$ cat src/rtl/ttl_mux_scan_sequencer.sv
// ttl_mux_scan_sequencer
//   Drives the Select lines of a bank of 74153-style 4:1 mux sections, waits for
//   the mux output to settle, samples each section's Y and assembles the inputs
//   into one parallel word.
//
//   Handshake: valid rises when a complete scan is in data. data and valid hold
//   steady until ready is sampled high on a rising edge while valid=1. That edge
//   completes the transfer. ready is ignored at any other time.
//
//   Optional build macro: MUX_SCAN_DOUBLE_SAMPLE_EN
//     When defined, every position is sampled on two consecutive edges. The first
//     sample is stored. A mismatch on the second sample sets a sticky flag that is
//     reported on glitch together with valid.
//     When undefined, each position is sampled once and glitch is tied low.
//
//   dbg_state exposes the FSM state register so checkers can observe it.
module ttl_mux_scan_sequencer #(
  parameter int BLOCKS        = 2,
  parameter int WIDTH_IN      = 4,
  parameter int WIDTH_SELECT  = $clog2(WIDTH_IN),
  parameter int SETTLE_CYCLES = 1
) (
  input  logic                         clk,
  input  logic                         clear_bar,
  input  logic                         start,
  output logic                         busy,
  output logic [WIDTH_SELECT-1:0]      select,
  output logic [BLOCKS-1:0]            enable_bar,
  input  logic [BLOCKS-1:0]            y,
  output logic [BLOCKS*WIDTH_IN-1:0]   data,
  output logic                         valid,
  input  logic                         ready,
  output logic                         glitch,
  output logic [1:0]                   dbg_state
);

  localparam int DW = BLOCKS * WIDTH_IN;
  localparam logic [3:0] SETTLE_L = 4'(SETTLE_CYCLES);
  localparam logic [WIDTH_SELECT-1:0] SEL_MAX = WIDTH_SELECT'(WIDTH_IN - 1);
  localparam logic [WIDTH_SELECT-1:0] SEL_ONE = WIDTH_SELECT'(1);

  typedef enum logic [1:0] {
    ST_IDLE   = 2'd0,
    ST_DRIVE  = 2'd1,
    ST_SAMPLE = 2'd2,
    ST_HOLD   = 2'd3
  } state_t;

  // With no settle time the drive phase is skipped entirely.
  localparam state_t ST_FIRST = (SETTLE_CYCLES == 0) ? ST_SAMPLE : ST_DRIVE;

  state_t                   state_q, state_d;
  logic [WIDTH_SELECT-1:0]  select_q, select_d;
  logic [3:0]               cnt_q, cnt_d;
  logic [DW-1:0]            shadow_q, shadow_d;
  logic [DW-1:0]            data_q, data_d;
  logic                     valid_q, valid_d;
  logic                     busy_q, busy_d;
  logic [BLOCKS-1:0]        enb_q, enb_d;
  logic [DW-1:0]            merged;
  logic                     launch;
  logic                     advance;

`ifdef MUX_SCAN_DOUBLE_SAMPLE_EN
  logic                     phase_q, phase_d;
  logic                     sticky_q, sticky_d;
  logic                     glitch_q, glitch_d;
  logic [BLOCKS-1:0]        stored;
  logic                     mismatch;

  // Bits captured by the first sample of the current position, one per section.
  always_comb begin
    stored = '0;
    for (int b = 0; b < BLOCKS; b++) begin
      for (int i = 0; i < WIDTH_IN; i++) begin
        if (select_q == WIDTH_SELECT'(i)) begin
          stored[b] = shadow_q[b*WIDTH_IN + i];
        end
      end
    end
  end
`endif

  // Shadow word with the current Y bits dropped into the selected positions.
  always_comb begin
    merged = shadow_q;
    for (int b = 0; b < BLOCKS; b++) begin
      for (int i = 0; i < WIDTH_IN; i++) begin
        if (select_q == WIDTH_SELECT'(i)) begin
          merged[b*WIDTH_IN + i] = y[b];
        end
      end
    end
  end

  // Next-state and next-output logic for the scan FSM.
  always_comb begin
    state_d  = state_q;
    select_d = select_q;
    cnt_d    = cnt_q;
    shadow_d = shadow_q;
    data_d   = data_q;
    valid_d  = valid_q;
    enb_d    = enb_q;
    launch   = 1'b0;
    advance  = 1'b0;
`ifdef MUX_SCAN_DOUBLE_SAMPLE_EN
    phase_d  = phase_q;
    sticky_d = sticky_q;
    glitch_d = glitch_q;
    mismatch = 1'b0;
`endif

    case (state_q)
      ST_IDLE: begin
        enb_d = '1;
        if (start) begin
          launch = 1'b1;
        end
      end

      ST_DRIVE: begin
        cnt_d = cnt_q + 4'd1;
        if (cnt_d == SETTLE_L) begin
          state_d = ST_SAMPLE;
        end
      end

      ST_SAMPLE: begin
`ifdef MUX_SCAN_DOUBLE_SAMPLE_EN
        if (!phase_q) begin
          // First edge: keep this sample as the delivered bit.
          shadow_d = merged;
          phase_d  = 1'b1;
        end else begin
          // Second edge: compare only, then move on.
          phase_d  = 1'b0;
          mismatch = |(y ^ stored);
          sticky_d = sticky_q | mismatch;
          advance  = 1'b1;
        end
`else
        shadow_d = merged;
        advance  = 1'b1;
`endif
      end

      ST_HOLD: begin
        valid_d  = 1'b1;
        enb_d    = '1;
        select_d = '0;
        if (ready) begin
          valid_d = 1'b0;
`ifdef MUX_SCAN_DOUBLE_SAMPLE_EN
          glitch_d = 1'b0;
          sticky_d = 1'b0;
`endif
          if (start) begin
            launch = 1'b1;
          end else begin
            state_d = ST_IDLE;
          end
        end
      end

      default: begin
        state_d = ST_IDLE;
      end
    endcase

    if (advance) begin
      if (select_q == SEL_MAX) begin
        // Last position: publish the word; data is untouched at any other time.
        data_d   = shadow_d;
        valid_d  = 1'b1;
        enb_d    = '1;
        select_d = '0;
        state_d  = ST_HOLD;
`ifdef MUX_SCAN_DOUBLE_SAMPLE_EN
        glitch_d = sticky_d;
`endif
      end else begin
        select_d = select_q + SEL_ONE;
        cnt_d    = '0;
        state_d  = ST_FIRST;
      end
    end

    if (launch) begin
      state_d  = ST_FIRST;
      select_d = '0;
      cnt_d    = '0;
      enb_d    = '0;
      shadow_d = '0;
`ifdef MUX_SCAN_DOUBLE_SAMPLE_EN
      phase_d  = 1'b0;
      sticky_d = 1'b0;
`endif
    end

    busy_d = (state_d == ST_DRIVE) || (state_d == ST_SAMPLE);
  end

  // State and output registers; clear_bar aborts any scan immediately.
  always_ff @(posedge clk or negedge clear_bar) begin
    if (!clear_bar) begin
      state_q  <= ST_IDLE;
      select_q <= '0;
      cnt_q    <= '0;
      shadow_q <= '0;
      data_q   <= '0;
      valid_q  <= 1'b0;
      busy_q   <= 1'b0;
      enb_q    <= '1;
    end else begin
      state_q  <= state_d;
      select_q <= select_d;
      cnt_q    <= cnt_d;
      shadow_q <= shadow_d;
      data_q   <= data_d;
      valid_q  <= valid_d;
      busy_q   <= busy_d;
      enb_q    <= enb_d;
    end
  end

`ifdef MUX_SCAN_DOUBLE_SAMPLE_EN
  // Sample-phase and glitch-report registers.
  always_ff @(posedge clk or negedge clear_bar) begin
    if (!clear_bar) begin
      phase_q  <= 1'b0;
      sticky_q <= 1'b0;
      glitch_q <= 1'b0;
    end else begin
      phase_q  <= phase_d;
      sticky_q <= sticky_d;
      glitch_q <= glitch_d;
    end
  end

  assign glitch = glitch_q;
`else
  assign glitch = 1'b0;
`endif

  assign busy       = busy_q;
  assign select     = select_q;
  assign enable_bar = enb_q;
  assign data       = data_q;
  assign valid      = valid_q;
  assign dbg_state  = state_q;

endmodule
$ cat config.mk
export PLATFORM = sky130hd
export DESIGN_NAME = ttl_mux_scan_sequencer
export DESIGN_NICKNAME = d
export VERILOG_FILES = /design/src/rtl/ttl_mux_scan_sequencer.sv
export SDC_FILE = /design/constraint.sdc
export NUM_CORES = 1
export LEC_CHECK = 0
export ABC_AREA = 1
export BUFFER_PORTS_ARGS = -buffer_cell sky130_fd_sc_hd__buf_4
export CAP_MARGIN = 20
export CORE_UTILIZATION = 37
export CTS_CLUSTER_DIAMETER = 120
export DETAILED_ROUTE_END_ITERATION = 10
export GPL_TIMING_DRIVEN = 0
export PLACE_DENSITY_LB_ADDON = 0.05
export SYNTH_ARGS = -nofsm -noshare
export SYNTH_HDL_FRONTEND = slang
export SYNTH_SLANG_ARGS = --single-unit
$ cat constraint.sdc
create_clock -name clk -period 1.35 [get_ports clk]
set_input_delay 0.27 -clock clk [delete_from_list [all_inputs] [get_ports clk]]
set_output_delay 0.27 -clock clk [all_outputs]
set_load 0.01 [all_outputs]
==> metrics.md, run 1 <==
| Metric | Value |
|---|---|
| Die Y-Extent | 63.9 um |
| Synth top area share | 42.3% |
| Syn Area/Cell | 8.65 sq um |
| RSZ-0062 raised after global routing | yes |
| Chip width | 63.9 um |
| Largest net degree at the start of global routing | 27 |
| Reg clk slew, reported paths | 0.09 ns |
| Row Count | 22 |
| Synthesized flop and latch total | 26 |
| Clock Tree Buf Depth | 2 |
| Syn Nets | 180 |
| First-pass DRT Iterations | 4 |
| Final Hold Viols | 0 |
| Vias in the first global route | 1146 |
| Drt wl/cell | 12.2 um |
| Fin nets | 218 |
| Root buf cell | clkbuf_8 |
| Routability-driven placement congestion ratio | 0.741 |
| Crit path DAT | 1.56 ns |
| DRT Wirelength | 3030 um |
| PnR worst setup slack | -0.0506 ns |
| Initial cell density of the core | 38.8% |
| Clock Latency Late Sink | 0.27 ns |
| Vias | 1135 |
| Port bufs | 21 |
| Core Util, Final | 52.2% |
| Worst Hold Class | input pin to register |
| Mapped cell area | 0.00142 sq mm |
| CP Class | register to register |
| I/O Pins | 23 |
| Cell count after synthesis | 164 |
| Fraction of layout cells with a size suffix above 1 | 41.8% |
| Total Routing Usage GR | 16.1% |
| Crit share post-route | 104% |
| Vias per cell | 4.56 |
| Hpwl dp | 2080 um |
| Power per cell area | 2270 mW/mm^2 |
| Peak supply drop | 917 uV |
| Final Setup Violations | 6 |
| Max-cap viol count | 0 |
| Top post-synthesis cells by area | dfrtp_1, nand2_1, ha_1 |
| Fin cells | 249 |
| CP endpoint kind | register |
| Register area share after synthesis | 46.0% |
| Static leakage | 0.983 nW |
| DRC Markers | 0 |
| Synth cell types | 27 |
| Worst hold margin | 0.224 ns |
| CP Max Fanout | 10 |
| EDFF count, synth | 0 |
| Antenna-violating nets left | 0 |
| DP Cell Count | 233 |
| Post-synth ARST share | 100% |
| # diodes | 0 |
| Post-place instance area | 0.00165 sq mm |
| Final Instance Area | 0.00191 sq mm |
| Clock sinks | 26 |
| Warnings, synthesis | 0 |
| H-tree depth | 1 |
| Worst Skew | 0.00368 ns |
| CTS buffer count | 3 |
| Crit path launch type | register |
| Failing checks | negative setup slack |
| Ys flop type | dfrtp_1 |
| Die area | 0.00409 sq mm |
| Slew Viols, Final | 0 |
| First-pass GRT wire length | 5040 um |
| Achievable Freq | 0.714 GHz |
| Tot Pwr | 4.33 mW |
| P&R area growth vs syn | 34.6% |
| CTS tree | done |
| DRT iter0 DRCs | 37 |
| Tmin final | 1.40 ns |
| Initial antenna violation count | 0 |
| Placeable Area | 0.00366 sq mm |
| Gr ovfl total | 0 |
| Leading area contributor after synthesis | dfrtp_1 |
| Status | finished, violations left |
| Worst Path Required | 1.51 ns |
==> worst max-delay path, stage by stage (launching register included) <==
cell,delay [ns]
dfrtp_2,0.49
inv_4,0.10
ha_4,0.12
a21oi_2,0.03
nor2_2,0.16
nand2_4,0.09
buf_6,0.15
nand3_1,0.07
o31ai_1,0.07
==> area by class of cell <==
type	count	area, sq um
clock buffers	4	55.1
plain buffers	3	30.0
multi-input cells	105	728
inverters	30	125
well taps	48	60.1
fillers	356	1750
repair buffers	33	254
flip-flops and latches	26	657
==> kinds of logic after synthesis <==
logic type / Yosys count / synth area share (%)
AND/OR/NAND/NOR: 73 / 25.4
buffers and inverters: 33 / 10.2
flip-flops: 26 / 46.0
AO/OA/AOI/OAI: 20 / 8.64
adder cells (fa/ha/maj): 10 / 8.82
XOR/XNOR: 1 / 0.617
other: 1 / 0.264
==> synthesized netlist by cell type, drive strengths merged, types with 2 or more instances <==
| library cell | instances |
|---|---|
| a211oi | 2 |
| a21oi | 4 |
| buf | 3 |
| dfrtp | 24 |
| dfstp | 2 |
| ha | 10 |
| inv | 30 |
| nand2 | 53 |
| nand3 | 6 |
| nor2 | 12 |
| o21ai | 10 |
| o31ai | 3 |
==> final timing paths <==
check / slack [ns] / end / depth (start not counted) / from
max: -0.05 / select[1] / 8 / dbg_state[1]
min: 0.22 / valid / 2 / ready
max reg2reg: -0.05 / select[1] / 8 / dbg_state[1]
min reg2reg: 0.49 / data[2] / 2 / data[2]
max in group asynchronous: 0.62 / enable_bar[0] / 2 / clear_bar
min in group asynchronous: 0.44 / busy / 2 / clear_bar
==> routing by layer <==
layer / share of wire, % / GRT usage (%) / routed length [um] / up-vias
li1: - / - / - / 578
met4: 0.99 / 6.53 / 30 / 0
met2: 45 / 25.1 / 1360 / 19
met1: 50 / 21.8 / 1530 / 534
met3: 3.6 / 3.04 / 109 / 4
met5: 0 / 0 / 0 / -
==> metrics by stage <==
stage | setup slack (ns) | setup TNS (ns)
after floorplan | 0.0134 | 0
after global placement | -0.0757 | -0.312
after detailed placement | -0.0979 | -0.572
after CTS | -0.0436 | -0.102
after global routing | -0.147 | -1.35
final | -0.0506 | -0.237
==> flip-flops by register name (all words and copies together) (netlist names) <==
name,flops
data,8
shadow_q,6
cnt_q,4
dbg_state,2
enable_bar,2
select,2
busy,1
valid,1
==> power by group <==
| group | total, mW | switching (mW) | internal (mW) |
|---|---|---|---|
| clock | 0.512 | 0.251 | 0.261 |
| combinational | 2.44 | 1.31 | 1.13 |
| sequential | 1.38 | 0.259 | 1.12 |
| total | 4.33 | 1.82 | 2.52 |
==> layout by cell type (no fill, tap or decap), drive strengths merged <==
cell	netlist	routed
o211ai	1	1
conb	1	1
inv	30	30
ha	10	10
clkbuf	0	4
buf	3	35
dfstp	2	2
dlygate4sd3	0	1
a211oi	2	2
nand2	53	53
dfrtp	24	24
xnor2	1	1
o21ai	10	10
nand3	6	6
a21oi	4	4
nor2	12	12
nand3b	1	1
o31ai	3	3
nand4	1	1
==> what timing repair did <==
| item | CTS | global route |
|---|---|---|
| setup endpoints to repair | 23 | 24 |
| hold buffers | 1 | 0 |
| setup buffers | 5 | 6 |
| resized for setup | 5 | 23 |
| pin swaps | 1 | 4 |
| hold endpoints to repair | 24 | 0 |
Note: power is estimated with default switching activity, not from simulation.
==> run 2: changes to the inputs <==
--- a/config.mk
+++ b/config.mk
@@ -9,9 +9,11 @@
 export BUFFER_PORTS_ARGS = -buffer_cell sky130_fd_sc_hd__buf_4
 export CAP_MARGIN = 20
 export CORE_UTILIZATION = 37
+export CTS_BUF_LIST = sky130_fd_sc_hd__clkbuf_8
 export CTS_CLUSTER_DIAMETER = 120
 export DETAILED_ROUTE_END_ITERATION = 10
 export GPL_TIMING_DRIVEN = 0
+export MAX_ROUTING_LAYER = met4
 export PLACE_DENSITY_LB_ADDON = 0.05
 export SYNTH_ARGS = -nofsm -noshare
 export SYNTH_HDL_FRONTEND = slang
==> metrics.md, run 2 (synthesis gave the netlist of run 1 again) <==
| Metric | Value |
|---|---|
| Status | finished, violations left |
| Failing checks | negative setup slack |
| DP Cell Count | 233 |
| Initial antenna violation count | 0 |
| CP delay by family, top | flip-flops |
| Reg2reg path depth | 7 |
| RR Startpoint | dbg_state[1] |
| I/O Pins | 23 |
| First-pass GRT wire length | 5040 um |
| Final Hold Viols | 0 |
| Vias in the first global route | 1146 |
| Min-delay src | ready |
| Final Instance Area | 0.00191 sq mm |
| Core Util, Final | 52.2% |
| Hold Path Depth | 2 |
| Clock Tree Buf Depth | 2 |
| Clock Latency Late Sink | 0.27 ns |
| Antenna-violating nets left | 0 |
| Crit path DAT | 1.59 ns |
| Worst Skew | 0.00417 ns |
| Crit path launch type | register |
| Critical path buffers and inverters | 1 |
| Chip width | 63.9 um |
| Peak per-stage delay on the critical path | 0.49 ns |
| CTS tree | done |
| Achievable Freq | 0.716 GHz |
| DRC Markers | 0 |
| R2R Setup Slk | -0.05 ns |
| Initial cell density of the core | 38.8% |
| Power per cell area | 2270 mW/mm^2 |
| DRT Wirelength | 3020 um |
| First-pass DRT Iterations | 4 |
| Peak supply drop | 916 uV |
| Slew Viols, Final | 0 |
| # diodes | 0 |
| CTS buffer count | 3 |
| Fin cells | 249 |
| CP Class | register to register |
| Largest net degree at the start of global routing | 27 |
| Worst hold margin | 0.226 ns |
| Gr ovfl total | 0 |
| Crit-path cells | ha_4 -> a21oi_2 -> nor2_2 -> nand2_4 -> buf_4 -> o21ai_4 -> a211oi_2 |
| Row Count | 22 |
| Tmin final | 1.40 ns |
| Max-cap viol count | 0 |
| Post-place instance area | 0.00165 sq mm |
| Worst Path Required | 1.54 ns |
| Vias per cell | 4.54 |
| Clock sinks | 26 |
| Tot Pwr | 4.33 mW |
| CP endpoint kind | register |
| Crit share post-route | 103% |
| Reg clk slew, reported paths | 0.09 ns |
| Static leakage | 0.983 nW |
| Max reg flops | 8 |
| Hpwl dp | 2080 um |
| Reg2reg end | cnt_q[1] |
| Routability-driven placement congestion ratio | 0.750 |
| CP Max Fanout | 5 |
| Most common cell after layout, fill and taps aside | nand2_1 |
| Fin nets | 218 |
| Most frequent cells in the layout | nand2_1, buf_4, inv_1 |
| Vias | 1130 |
| Worst Hold Class | input pin to register |
| Final Setup Violations | 6 |
| H-tree depth | 1 |
| RSZ-0062 raised after global routing | yes |
| P&R area growth vs syn | 34.6% |
| Die area | 0.00409 sq mm |
| Fraction of layout cells with a size suffix above 1 | 41.8% |
| Min-Delay Endpoint | valid |
| DRT iter0 DRCs | 31 |
| Total Routing Usage GR | 16.5% |
| Port bufs | 21 |
| CP max-delay cell | dfrtp_2 |
| Drt wl/cell | 12.1 um |
| PnR worst setup slack | -0.0470 ns |
| Root buf cell | clkbuf_8 |
| Die Y-Extent | 63.9 um |
| Placeable Area | 0.00366 sq mm |
[run 2: report_power, final]
group          internal [mW]  switching [mW]
sequential              1.12           0.259
combinational           1.13            1.30
clock                  0.261           0.249
total                   2.51            1.81
[run 2: how the worst max path moves through the flow]
| stage | from | cells past startpoint | to | slack (ns) |
|---|---|---|---|---|
| final | dbg_state[1] | 7 | cnt_q[1] | -0.05 |
| after global routing | dbg_state[1] | 9 | cnt_q[3] | -0.14 |
| after CTS | dbg_state[1] | 8 | select[1] | -0.04 |
| after detailed placement | dbg_state[1] | 9 | busy | -0.1 |
| after global placement | dbg_state[1] | 9 | busy | -0.08 |
| after floorplan | dbg_state[1] | 9 | busy | 0.01 |
[run 2: final cells by class]
| class | count | area [sq um] |
|---|---|---|
| buffer | 3 | 30.0 |
| clock buffer | 4 | 55.1 |
| fill | 356 | 1750 |
| inverter | 30 | 125 |
| multi-input combinational | 105 | 728 |
| sequential | 26 | 657 |
| tap | 48 | 60.1 |
| timing repair buffer | 33 | 254 |
[run 2: metrics by stage]
step | setup slack [ns] | setup TNS (ns)
finish | -0.0470 | -0.223
global route | -0.142 | -1.29
CTS | -0.0436 | -0.102
detailed placement | -0.0979 | -0.572
global placement | -0.0757 | -0.312
floorplan | 0.0134 | 0
[run 2: timing repair]
item / CTS / global route
buffers inserted: 5 / 6
pin swaps: 1 / 4
setup endpoints to repair: 23 / 24
resized for setup: 5 / 23
hold buffers: 1 / 0
endpoints found under the hold margin: 24 / 0
[run 2: layer usage]
metal / global-route usage, % / up-vias / share of wire [%]
met5: - / - / 0
li1: - / 578 / -
met2: 25.1 / 17 / 46
met4: 6.53 / 0 / 0.70
met1: 22.0 / 533 / 51
met3: 2.68 / 2 / 3.0
==> run 3: changes to the inputs <==
--- a/config.mk
+++ b/config.mk
@@ -5,13 +5,13 @@
 export SDC_FILE = /design/constraint.sdc
 export NUM_CORES = 1
 export LEC_CHECK = 0
-export ABC_AREA = 1
 export BUFFER_PORTS_ARGS = -buffer_cell sky130_fd_sc_hd__buf_4
 export CAP_MARGIN = 20
 export CORE_UTILIZATION = 37
 export CTS_BUF_LIST = sky130_fd_sc_hd__clkbuf_8
 export CTS_CLUSTER_DIAMETER = 120
 export DETAILED_ROUTE_END_ITERATION = 10
+export GPL_ROUTABILITY_DRIVEN = 0
 export GPL_TIMING_DRIVEN = 0
 export MAX_ROUTING_LAYER = met4
 export PLACE_DENSITY_LB_ADDON = 0.05
==> metrics.md, run 3 <==
| Metric | Value |
|---|---|
| DRC Markers | 0 |
| Slew Viols, Final | 0 |
| Reg2reg end | busy |
| Fraction of layout cells with a size suffix above 1 | 38.9% |
| Syn Area/Cell | 9.58 sq um |
| Final Hold Viols | 0 |
| Chip width | 63.5 um |
| Initial antenna violation count | 0 |
| Peak per-stage delay on the critical path | 0.46 ns |
| Most common cell after layout, fill and taps aside | buf_4 |
| Leading area contributor after synthesis | dfrtp_1 |
| CP endpoint kind | register |
| CP delay by family, top | compound AO/OA/AOI/OAI gates |
| Clock sinks | 26 |
| RSZ-0062 raised after global routing | yes |
| Total Routing Usage GR | 17.0% |
| Die Y-Extent | 63.5 um |
| Crit path launch type | register |
| Clock Latency Late Sink | 0.27 ns |
| DRT iter0 DRCs | 82 |
| CP max-delay cell | dfrtp_2 |
| Multi-input logic area | 763 sq um |
| Crit path DAT | 1.92 ns |
| Synth top area share | 42.9% |
| Drt wl/cell | 13.3 um |
| Hold Path Depth | 3 |
| Crit share post-route | 130% |
| Row Count | 21 |
| Largest net degree at the start of global routing | 27 |
| Reg2reg path depth | 6 |
| Vias per cell | 4.90 |
| Place WS | -0.519 ns |
| Synth cell types | 34 |
| Antenna-violating nets left | 0 |
| Crit-path cells | ha_2 -> a21oi_4 -> o21ai_4 -> a211oi_2 -> a31o_2 -> mux2_4 |
| Power per cell area | 2230 mW/mm^2 |
| CP Max Fanout | 6 |
| CTS tree | done |
| Vias | 1131 |
| Peak supply drop | 1130 uV |
| Worst Skew | 0.00153 ns |
| Warnings, synthesis | 0 |
| Max-cap viol count | 0 |
| Top post-synthesis cells by area | dfrtp_1, ha_1, nand2_1 |
| Initial cell density of the core | 40.3% |
| P&R area growth vs syn | 37.2% |
| Worst Hold Class | input pin to register |
| Fin cells | 231 |
| Ys flop type | dfrtp_1 |
| Final Setup Violations | 25 |
| Fin nets | 202 |
| Status | finished, violations left |
| Top cells by count, synth | nand2_1, dfrtp_1, nor2_1 |
| Worst Path Required | 1.51 ns |
| DRT Wirelength | 3070 um |
| R2R Setup Slk | -0.41 ns |
| Synthesized flop and latch total | 26 |
| Cell count after synthesis | 146 |
| RR Startpoint | dbg_state[0] |
| I/O Pins | 23 |
| Mapped cell area | 0.00140 sq mm |
| Syn Nets | 162 |
| Tmin final | 1.76 ns |
| CTS buffer count | 3 |
| Register area share after synthesis | 46.7% |
| Vias in the first global route | 1110 |
| Failing checks | negative setup slack |
| Reg clk slew, reported paths | 0.09 ns |
| Port bufs | 21 |
| FF+latch area | 656 sq um |
| Gr ovfl total | 0 |
| Hpwl dp | 2030 um |
| # diodes | 0 |
| Core Util, Final | 55.3% |
| Most frequent cell after synthesis | nand2_1 |
| Post-synth ARST share | 100% |
| Fillers | 336 |
| Critical path buffers and inverters | 0 |
| First-pass GRT wire length | 5170 um |
| EDFF count, synth | 0 |
| Die area | 0.00403 sq mm |
| First-pass DRT Iterations | 4 |
| Clock Tree Buf Depth | 2 |
| Min-Delay Endpoint | data[7] |
| Achievable Freq | 0.568 GHz |
| Tot Pwr | 4.28 mW |
| Max reg flops | 8 |
| DP Cell Count | 213 |
| Min-delay src | y[1] |
| Most frequent cells in the layout | buf_4, nand2_1, dfrtp_1 |
| CP Class | register to register |
| PnR worst setup slack | -0.411 ns |
| Placeable Area | 0.00347 sq mm |
| Static leakage | 0.901 nW |
| Root buf cell | clkbuf_8 |
| H-tree depth | 1 |
==> run 3: how the worst max path moves through the flow <==
stage / from / end / slack (ns) / depth (start not counted)
after detailed placement: dbg_state[0] / busy / -0.52 / 6
after global placement: dbg_state[1] / busy / -0.51 / 7
after CTS: dbg_state[1] / busy / -0.44 / 7
after floorplan: dbg_state[1] / busy / -0.40 / 7
final: dbg_state[0] / busy / -0.41 / 6
after global routing: dbg_state[0] / busy / -0.45 / 7
==> run 3: where the power goes <==
part	internal, mW	total (mW)	switching (mW)
registers	1.11	1.33	0.226
clock network	0.204	0.449	0.245
logic	1.33	2.50	1.17
total	2.64	4.28	1.64
==> run 3: layer usage <==
metal	wire length (um)	share of wire, %	global-route usage [%]
met1	1420	46	21.1
met2	1540	50	29.3
met3	73	2.4	1.81
met4	27	0.88	4.26
met5	0	0	-
==> run 3: cell families after synthesis <==
group,after synthesis,synth area share [%]
xor+xnor,3,1.88
buf+inv,14,5.28
simple gates,56,18.2
mux,8,6.08
fa+ha+maj,10,8.94
compound gates,28,12.6
flops,26,46.7
other cells,1,0.268
==> run 3: final cells by class <==
class                           instances  share of cell area (%)
Clock inverter                          1                   0.196
Multi-Input combinational cell        106                    39.8
Clock buffer                            3                    2.15
Tap cell                               46                    3.00
Buffer                                  6                    3.91
Inverter                                8                    1.83
Timing Repair Buffer                   35                    15.0
Sequential cell                        26                    34.2
==> run 3: through the flow <==
step | TNS [ns] | hold WS (ns) | cell area, sq um
floorplan | -1.08 | -0.0256 | 1440
global placement | -3.52 | 0.200 | 1660
detailed placement | -4.00 | 0.205 | 1660
CTS | -3.09 | 0.287 | 1790
global route | -3.94 | 0.295 | 1920
finish | -2.41 | 0.288 | 1920
==> run 3: timing repair <==
| item | 4_1_cts | 5_1_grt |
|---|---|---|
| hold buffers | 1 | 0 |
| endpoints found under the setup margin | 25 | 26 |
| setup buffers | 7 | 6 |
| resized for setup | 6 | 23 |
| hold endpoints to repair | 24 | 0 |
| pin swaps | 4 | 4 |
==> run 3: tightest hold or removal path, delay by kind of cell <==
kind                   cells  cell delay, ns
AND/OR/NAND/NOR            2            0.12
buffers and inverters      1            0.14
